## src/rtl/shift_pkg.sv

```systemverilog
// Shared definitions for the iterated shifter: opcode encoding, FSM state
// encoding and the default datapath width.
package shift_pkg;

    localparam int SHIFT_WIDTH = 8;

    localparam logic [1:0] OP_SLL = 2'b00;
    localparam logic [1:0] OP_SRL = 2'b01;
    localparam logic [1:0] OP_ROL = 2'b10;
    localparam logic [1:0] OP_ROR = 2'b11;

    typedef enum logic [1:0] {
        ST_IDLE = 2'd0,
        ST_EXEC = 2'd1,
        ST_DONE = 2'd2
    } state_t;

endpackage : shift_pkg

```

## src/rtl/shifter.sv

```systemverilog
// Combinational shifter: logical shifts fill with zero, rotates wrap around.
module shifter
    import shift_pkg::*;
#(
    parameter int WIDTH = SHIFT_WIDTH
) (
    input  logic [WIDTH-1:0] original,
    input  logic [2:0]       amount,
    input  logic [1:0]       opcode,
    output logic [WIDTH-1:0] result
);

    // Rotates are taken from a doubled copy of the operand so no amount-
    // dependent subtraction is needed.
    logic [2*WIDTH-1:0] w_dbl_left;
    logic [2*WIDTH-1:0] w_dbl_right;

    assign w_dbl_left  = {original, original} << amount;
    assign w_dbl_right = {original, original} >> amount;

    // Select the operation.
    always_comb begin
        result = original;
        case (opcode)
            OP_SLL:  result = original << amount;
            OP_SRL:  result = original >> amount;
            OP_ROL:  result = w_dbl_left[2*WIDTH-1:WIDTH];
            OP_ROR:  result = w_dbl_right[WIDTH-1:0];
            default: result = original;
        endcase
    end

endmodule : shifter

```

## src/rtl/shift_iterator.sv

```systemverilog
// Sequential wrapper that applies the shifter repeatedly to a latched operand
// and presents the final value with a one-cycle done strobe.
//
//   state   | meaning
//   --------+-----------------------------------------------------------
//   ST_IDLE | waiting for start; result holds the last completed value
//   ST_EXEC | one shifter pass per clock, cnt counts remaining passes
//   ST_DONE | done strobe for one cycle; start here is accepted directly
module shift_iterator
    import shift_pkg::*;
#(
    parameter int WIDTH  = SHIFT_WIDTH,
    parameter int REPS_W = 4
) (
    input  logic              clk,
    input  logic              reset,
    input  logic              start,
    input  logic [WIDTH-1:0]  original,
    input  logic [2:0]        amount,
    input  logic [1:0]        opcode,
    input  logic [REPS_W-1:0] reps,
    output logic              busy,
    output logic              done,
    output logic [WIDTH-1:0]  result
);

    state_t             r_state;
    state_t             w_state_nxt;
    logic               w_accept;
    logic               w_last_pass;
    logic [WIDTH-1:0]   r_acc;
    logic [WIDTH-1:0]   r_result;
    logic [WIDTH-1:0]   w_shift;
    logic [2:0]         r_amt;
    logic [1:0]         r_op;
    logic [REPS_W-1:0]  r_cnt;

    shifter #(
        .WIDTH(WIDTH)
    ) u_shifter (
        .original(r_acc),
        .amount  (r_amt),
        .opcode  (r_op),
        .result  (w_shift)
    );

    assign w_last_pass = (r_cnt == REPS_W'(1));

    // State register.
    always_ff @(posedge clk or posedge reset) begin
        if (reset) begin
            r_state <= ST_IDLE;
        end else begin
            r_state <= w_state_nxt;
        end
    end

    // Next-state and command acceptance; DONE accepts like IDLE so commands
    // can run back to back.
    always_comb begin
        w_state_nxt = r_state;
        w_accept    = 1'b0;
        case (r_state)
            ST_IDLE, ST_DONE: begin
                if (start) begin
                    w_accept    = 1'b1;
                    w_state_nxt = (reps != '0) ? ST_EXEC : ST_DONE;
                end else begin
                    w_state_nxt = ST_IDLE;
                end
            end
            ST_EXEC: begin
                if (w_last_pass) begin
                    w_state_nxt = ST_DONE;
                end
            end
            default: w_state_nxt = ST_IDLE;
        endcase
    end

    // Datapath: latch the command, iterate the accumulator, and capture the
    // result on the edge that enters DONE. A zero-repeat command enters DONE
    // straight from acceptance, so the operand itself is the result.
    always_ff @(posedge clk or posedge reset) begin
        if (reset) begin
            r_acc    <= '0;
            r_amt    <= '0;
            r_op     <= '0;
            r_cnt    <= '0;
            r_result <= '0;
        end else if (w_accept) begin
            r_acc <= original;
            r_amt <= amount;
            r_op  <= opcode;
            r_cnt <= reps;
            if (reps == '0) begin
                r_result <= original;
            end
        end else if (r_state == ST_EXEC) begin
            r_acc <= w_shift;
            r_cnt <= r_cnt - REPS_W'(1);
            if (w_last_pass) begin
                r_result <= w_shift;
            end
        end
    end

    assign busy   = (r_state == ST_EXEC);
    assign done   = (r_state == ST_DONE);
    assign result = r_result;

endmodule : shift_iterator

```

## config.mk

```make
export PLATFORM = sky130hd
export DESIGN_NAME = shift_iterator
export DESIGN_NICKNAME = d
export VERILOG_FILES = /design/src/rtl/shift_pkg.sv /design/src/rtl/shifter.sv /design/src/rtl/shift_iterator.sv
export SDC_FILE = /design/constraint.sdc
export NUM_CORES = 1
export LEC_CHECK = 0
export BUFFER_PORTS_ARGS = -buffer_cell sky130_fd_sc_hd__buf_2
export CORE_MARGIN = 8
export CORE_UTILIZATION = 52
export DETAILED_ROUTE_END_ITERATION = 12
export PLACE_DENSITY = 0.76
export SYNTH_ARGS = -nofsm -noshare
export SYNTH_HDL_FRONTEND = slang
export SYNTH_HIERARCHICAL = 1
export SYNTH_SLANG_ARGS = --single-unit
```

## constraint.sdc

```tcl
create_clock -name clk -period 1.7 [get_ports clk]
set_input_delay 0.34 -clock clk [delete_from_list [all_inputs] [get_ports clk]]
set_output_delay 0.34 -clock clk [all_outputs]
set_load 0.05 [all_outputs]
```

# Yosys cells after proc, flatten, opt, wreduce, memory -nomap -nowiden
# Cells that the tools add are included.
dict set report word_totals {
  out_inout_bits 10
  regBits 27
  elab_cells 42
  in_bits 20
}
dict set report op_classes {
  eq_ne 8
  n_mux 15
  shifts 4
  n_reduce_logical 8
  add_sub_neg 1
}
# cell n
set ops {}
lappend ops {{$mux W8} 6}
lappend ops {{$pmux W8 S4} 1}
lappend ops {{$shl A16 B3 Y16} 1}
lappend ops {{$shr A16 B3 Y8} 1}
lappend ops {{$mux W4} 2}
lappend ops {{$shl A8 B3 Y8} 1}
lappend ops {{$shr A8 B3 Y8} 1}
lappend ops {{$eq A2 B2 Y1 const B} 3}
lappend ops {{$mux W2} 3}
lappend ops {{$eq A2 B1 Y1 const B} 2}
lappend ops {{$eq A4 B1 Y1 const B} 1}
lappend ops {{$logic_not A2 Y1} 2}
lappend ops {{$logic_not A4 Y1} 1}
lappend ops {{$ne A2 B1 Y1 const B} 2}
lappend ops {{$pmux W2 S2} 1}
lappend ops {{$reduce_bool A2 Y1} 2}
lappend ops {{$reduce_bool A4 Y1} 1}
lappend ops {{$sub A4 B1 Y4 const B} 1}
lappend ops {{$reduce_and A3 Y1} 1}
lappend ops {{$mux W1} 2}
lappend ops {{$reduce_or A2 Y1} 1}

# Depth between registers and ports, before layout
# Gate-level depths: netlist of the first run.
dict set report depth {
  ltp_word 5
  depth_mapped 8
}

# Cells and area by module
# Netlist of the first run, hierarchy kept.
# mod area_each_um2 cells_each instances seq_area_each_um2
set modules_own_cells {}
lappend modules_own_cells {shift_iterator 1328.8 114 1 675.6}
lappend modules_own_cells {shifter 753.2 85 1 0.0}

# Least setup slack after synthesis of the first run
# OpenSTA, ideal clock, no wires.
dict set report synth_timing {
  path_kind {register -> register}
  startpoint {reg r_amt[0]}
  endpoint {reg r_acc[0]}
  t_required_ns 1.566
  t_arrival_ns 1.707
  path_buffers 1
  stages_incl_launch_ff 8
  setup_slack_ns -0.141
  cell_sequence {dfrtp_1 buf_6 mux4_1 or2_0 o2111ai_1 o211ai_1 mux2i_1 o21ai_0}
}
dict set report synth_via {
  elab_chain_cells 4
  word_cells_on_any_way 7
}
# item line_no
set synth_lines {}
lappend synth_lines {{start: declaration} shift_iterator.sv:34} ;# logic [2:0] r_amt;
lappend synth_lines {{start signal: assignment} shift_iterator.sv:93} ;# r_amt <= amount;
lappend synth_lines {{$shr A16 B3 Y8 (tied with other cells)} shifter.sv:19} ;# assign w_dbl_right = {original, original} >> amount;
lappend synth_lines {{$pmux W8 S4 *} shifter.sv:24} ;# case (opcode)
lappend synth_lines {{net w_shift[0]} shift_iterator.sv:33} ;# logic [WIDTH-1:0] w_shift;
lappend synth_lines {{$mux W8 *} shift_iterator.sv:99} ;# end else if (r_state == ST_EXEC) begin
lappend synth_lines {{$mux W8 *} shift_iterator.sv:91} ;# end else if (w_accept) begin
lappend synth_lines {{end signal: assignment} shift_iterator.sv:92} ;# r_acc <= original;
lappend synth_lines {{end signal: assignment} shift_iterator.sv:100} ;# r_acc <= w_shift;
lappend synth_lines {{end: declaration} shift_iterator.sv:31} ;# logic [WIDTH-1:0] r_acc;
# The timed path passes the listed nets; every way through them passes the cells marked *. The select of a mux whose other input is x is not followed.
# A chain may end at the register's enable or synchronous reset.

# Worst setup path after layout of the first run
dict set report layout_timing {
  startpoint {reg r_amt[0]}
  endpoint {reg r_acc[7]}
}
# Same word-level chain as after synthesis.

==> flow_summary.yaml, run 1 <==
status:
  run_status: "finished, violations left"
  violations: "negative setup slack"
clock_tree:
  cts.clk_slew.worst_paths_ns: 0.09
  cts.sinks: 27
  cts_buffer_depth: 2
  cts-hold-fix-buffers: 0
  insertion_delay_ns: 0.27
  cts_tree: "yes"
  cts_root_buf: "clkbuf_8"
  htreeDepth: 1
  cts_buffers: 3
timing:
  maxSlewViolCount: 0
  post-route-min-period_ns: 2.05
  finalCritPeriodShare_pct: 121
  tns_ns: -3.90
  tightest_slew_ns: 0.466
  fin_skew_ns: 0.00548
  rsz0062_at_grt: "yes"
  setup_ws_ns: -0.349
  finalHoldWorstSlack_ns: 0.108
  fmax_ghz: 0.488
  hold_viol: 0
  relSlewSlack_pct: 68.9
  setup_viol_count_final: 16
drt:
  drt_iter0_markers: 122
  vias_per_cell: 6.37
  detail_route.wirelength_um: 5960
  first_pass_iters: 4
  wl_per_cell_um: 19.5
  ant_nets: 0
  num_vias: 1943
  drcViolationCount: 0
floorplan:
  ioPinCount: 30
  die_w_um: 79.3
  initial_core_util_pct: 53.2
  die-area_sq_um: 6280
  num_rows: 23
  chipHeight_um: 79.3
  core_sq_um: 3910
synthesis:
  synthArstFlopShare_pct: 100
  netlist_instances: 199
  syn_nets: 221
  synth-seq-cells: 27
  ys_warn_count: 6
  synth.avg_cell_area_sq_um: 10.5
  synth-edff-count: 0
  syn_area_sq_um: 2080
  ys_types: 55
  yosysSeqAreaShare_pct: 32.5
  synth-main-ff-cell: "dfrtp_1"
worst_setup_path:
  reg2reg_depth: 7
  crit_buf_inv: 2
  path_cells: "buf_8 -> buf_12 -> mux2i_1 -> mux2i_1 -> mux4_2 -> mux2i_1 -> o21ai_1"
  crit_arrival_ns: 2.21
  worst_path_dominant_cell_family: "multiplexers"
  crit_fanout: 8
  r2r_slack_ns: -0.35
  r2r_end: "r_acc[7]"
  crit_type: "reg2reg"
  cp-end-kind: "register"
  r2r-start: "r_amt[0]"
  cp-start-kind: "register"
  cp_slowest_stage_delay_ns: 0.53
  worst_path_most_repeated_cell: "mux2i_1"
  cp.required_ns: 1.86
  slowest_stage: "mux4_2"
global_routing:
  gr-usage-all-layers_pct: 18.0
  grt_pass1_wl_um: 9140
  grt_antenna_before_repair: 0
  grt_max_degree: 47
  grt_pass1_vias: 1896
  overflow: 0
final_layout:
  fin_util_pct: 69.9
  antenna_cells: 0
  layout_commonest_cell: "buf_4"
  fin_area_sq_um: 2740
  fin_nets: 278
  syn_to_final_growth_pct: 31.4
  layout_common_cells: "37 x buf_4, 28 x buf_2, 25 x dfrtp_1"
  drive_gt1_share_pct: 45.9
place:
  dp_hpwl_um: 4020
  portBuffers: 29
  dpl-instance-area_sq_um: 2500
  gp_congestion: 0.852
hold_path:
  hp-class: "in2async"
run:
  maxCapViolCount: 0
[synthesized netlist by cell type (2+ instances only)]
| cell | count | area (sq um) |
|---|---|---|
| nand3_1 | 5 | 25.0 |
| mux2i_1 | 21 | 210 |
| o221ai_1 | 3 | 26.3 |
| o21ai_0 | 10 | 50.1 |
| nand3b_1 | 2 | 15.0 |
| a211oi_1 | 2 | 15.0 |
| nor2b_1 | 4 | 25.0 |
| nand2b_1 | 9 | 56.3 |
| a31oi_1 | 12 | 75.1 |
| mux4_2 | 3 | 67.6 |
| dfrtp_1 | 27 | 676 |
| nor2_1 | 4 | 15.0 |
| mux4_1 | 4 | 105 |
| clkbuf_1 | 7 | 26.3 |
| nor3b_1 | 2 | 15.0 |
| nand2_1 | 12 | 45.0 |
| inv_1 | 7 | 26.3 |
| and2b_1 | 2 | 15.0 |
| ha_1 | 2 | 25.0 |
| a221o_1 | 4 | 40.0 |
| and2_1 | 2 | 12.5 |
| o22ai_1 | 3 | 18.8 |
| buf_4 | 3 | 22.5 |
| mux2_2 | 7 | 78.8 |
| buf_2 | 5 | 25.0 |
| a221oi_1 | 8 | 70.1 |
[tightest hold or removal path: stages]
cell and delay (ns):
buf_2 0.09, inv_1 0.04, buf_4 0.32
[worst max-delay path by stage]
| stage | depth (start not counted) | from | to |
|---|---|---|---|
| floorplan | 6 | r_amt[0] | r_acc[7] |
| finish | 7 | r_amt[0] | r_acc[7] |
| global placement | 7 | r_amt[0] | r_acc[7] |
| detailed placement | 8 | r_amt[0] | r_acc[7] |
| CTS | 6 | r_amt[0] | r_acc[7] |
| global route | 7 | r_amt[0] | r_acc[7] |
[cell type report]
| class | count | area, sq um |
|---|---|---|
| Multi-Input combinational cell | 147 | 1410 |
| Inverter | 7 | 30.0 |
| Sequential cell | 27 | 678 |
| Timing Repair Buffer | 70 | 513 |
| Tap cell | 50 | 62.6 |
| Fill cell | 297 | 1180 |
| Clock buffer | 4 | 45.0 |
[through the flow]
step / std cells / setup WS, ns
5_1_grt: 305 / -0.413
6_report: 305 / -0.349
2_1_floorplan: 199 / -0.140
4_1_cts: 303 / -0.298
3_3_place_gp: 297 / -0.239
3_5_place_dp: 297 / -0.328
[repair_timing]
item                                    4_1_cts  5_1_grt
cloned                                        0        0
setup buffers                                 2        2
endpoints found under the setup margin       17       17
pin swaps                                     5        8
resized for setup                            18       19
[layer usage]
metal | share of wire (%) | GRT usage, % | up-vias
met5 | 0 | 0 | -
met4 | 1.8 | 5.56 | 0
met3 | 5.0 | 3.95 | 12
met2 | 52 | 30.9 | 71
met1 | 41 | 21.9 | 980
li1 | - | - | 880
[cells by family after synthesis]
kind of cell    share of synthesized area, %
compound gates                          20.9
simple gates                            15.6
mux                                     22.8
flops                                   32.5
buf+inv                                 7.03
fa+ha+maj                               1.20
[registers in the layout, summed over array words and instances, names as in the netlist]
register	count
r_acc	8
r_amt	3
r_cnt	4
r_op	2
r_state	2
result	8
Power of run 1 is left out: the tool's default activity adds up to more than one toggle a clock period on the data nets, which glitch-free logic cannot reach.
==> run 2: changes to the inputs <==
CORE_UTILIZATION = 47   (was 52)
PLACE_DENSITY = 0.7   (was 0.76)
==> run 2 against run 1 <==
Effect of this change:
- critical endpoint is now r_acc[0]
- fmax increased by 2.4%
- register-to-register slack improved by 0.05 ns
- final cell count unchanged
- utilization decreased by 9.2 points
- the run still ends with negative setup slack left
- largest cell class unchanged
- hold slack improved by 0.0065 ns
- die area increased by 8.4%
- final area decreased by 4.1%
==> flow_summary.yaml, run 2 (synthesis gave the netlist of run 1 again) <==
drt:
  ant_nets: 0
  first_pass_iters: 4
  vias_per_cell: 6.07
  drcViolationCount: 0
  drt_iter0_markers: 69
  num_vias: 1852
  wl_per_cell_um: 18.3
  detail_route.wirelength_um: 5590
global_routing:
  grt_antenna_before_repair: 0
  gr-usage-all-layers_pct: 16.4
  grt_pass1_vias: 1853
  grt_max_degree: 47
  grt_pass1_wl_um: 8610
  overflow: 0
worst_setup_path:
  crit_arrival_ns: 2.16
  path_cells: "buf_8 -> mux4_2 -> nor2b_1 -> a31oi_1 -> o211ai_1 -> mux2i_1 -> o21ai_0"
  cp_slowest_stage_delay_ns: 0.51
  cp-start-kind: "register"
  crit_type: "reg2reg"
  cp.required_ns: 1.86
  crit_fanout: 7
  slowest_stage: "mux4_2"
  cp-end-kind: "register"
  worst_path_dominant_cell_family: "multiplexers"
  crit_buf_inv: 1
timing:
  relSlewSlack_pct: 68.2
  setup_viol_count_final: 16
  finalCritPeriodShare_pct: 118
  post-route-min-period_ns: 2.00
  setup_ws_ns: -0.302
  fin_skew_ns: 0.00224
  fmax_ghz: 0.500
  finalHoldWorstSlack_ns: 0.115
  tightest_slew_ns: 0.477
  maxSlewViolCount: 0
  tns_ns: -3.14
  rsz0062_at_grt: "yes"
  hold_viol: 0
final_layout:
  syn_to_final_growth_pct: 26.0
  layout_commonest_cell: "buf_4"
  fin_util_pct: 60.6
  fin_nets: 276
  antenna_cells: 0
  nFillCells: 377
  drive_gt1_share_pct: 43.1
  layout_common_cells: "37 x buf_4, 28 x buf_2, 26 x dfrtp_1"
floorplan:
  core_sq_um: 4320
  num_rows: 24
  ioPinCount: 30
  chipHeight_um: 82.6
  die_w_um: 82.6
  initial_core_util_pct: 48.1
  die-area_sq_um: 6820
clock_tree:
  cts_tree: "yes"
  cts_buffer_depth: 2
  cts.clk_slew.worst_paths_ns: 0.09
  insertion_delay_ns: 0.27
  cts_root_buf: "clkbuf_8"
  cts.sinks: 27
  htreeDepth: 1
  cts_buffers: 3
hold_path:
  hp-class: "in2async"
status:
  run_status: "finished, violations left"
  violations: "negative setup slack"
place:
  dp_hpwl_um: 3970
  gp_congestion: 0.844
  portBuffers: 29
  place_ws_ns: -0.310
run:
  maxCapViolCount: 0
power:
  powerDensity_nw_per_um2: 2440
  leakagePower_nw: 1.14
  worst_ir_drop_vdd_v: 0.00133
## run 2: metal layers
layer / vias up / track usage [%] / part of all wire (%)
met5: - / 0 / 0
met4: 0 / 5.52 / 1.8
met3: 8 / 1.95 / 4.7
met2: 56 / 27.9 / 51
met1: 902 / 21.0 / 43
li1: 886 / - / -
## run 2: final timing paths
path	start	to	slack [ns]	depth (start not counted)
setup / recovery	r_amt[0]	r_acc[0]	-0.30	7
hold / removal	reset	r_op[1]	0.11	3
setup reg to reg	r_amt[0]	r_acc[0]	-0.30	7
hold reg to reg	r_cnt[1]	r_cnt[1]	0.56	1
max in group asynchronous	reset	r_amt[0]	1.30	3
min in group clk	amount[2]	r_amt[2]	0.29	2
## run 2: final cells by class
type / count / area [sq um] / area share (%)
Clock buffer: 4 / 45.0 / 1.72
Inverter: 7 / 30.0 / 1.15
Multi-Input combinational cell: 147 / 1330 / 50.8
Sequential cell: 27 / 677 / 25.8
Tap cell: 52 / 65.1 / 2.48
Timing Repair Buffer: 68 / 473 / 18.0
## run 2: stage by stage
step | instances | area (sq um) | power [W]
after floorplan | 199 | 2080 | 0.00427
after CTS | 306 | 2570 | 0.00618
after detailed placement | 297 | 2460 | 0.00550
after global placement | 297 | 2460 | 0.00543
after global routing | 305 | 2620 | 0.00682
final | 305 | 2620 | 0.00639
## run 2: timing repair
item	4_1_cts	5_1_grt
gates resized for setup	13	14
buffers inserted	5	0
hold buffers	0	0
pin swaps	11	7
setup endpoints to repair	17	17
## run 2: worst min-delay path, delay by kind of cell
family	cells	cell delay, ns
buffers and inverters	3	0.47
## run 2: power by group
part / internal, W / leakage [nW] / switching (W)
Sequential: 0.000974 / 0.321 / 0.000363
Combinational: 0.00228 / 0.794 / 0.00240
Clock: 0.000168 / 0.0228 / 0.000202
Note: power is estimated with default switching activity, not from simulation.
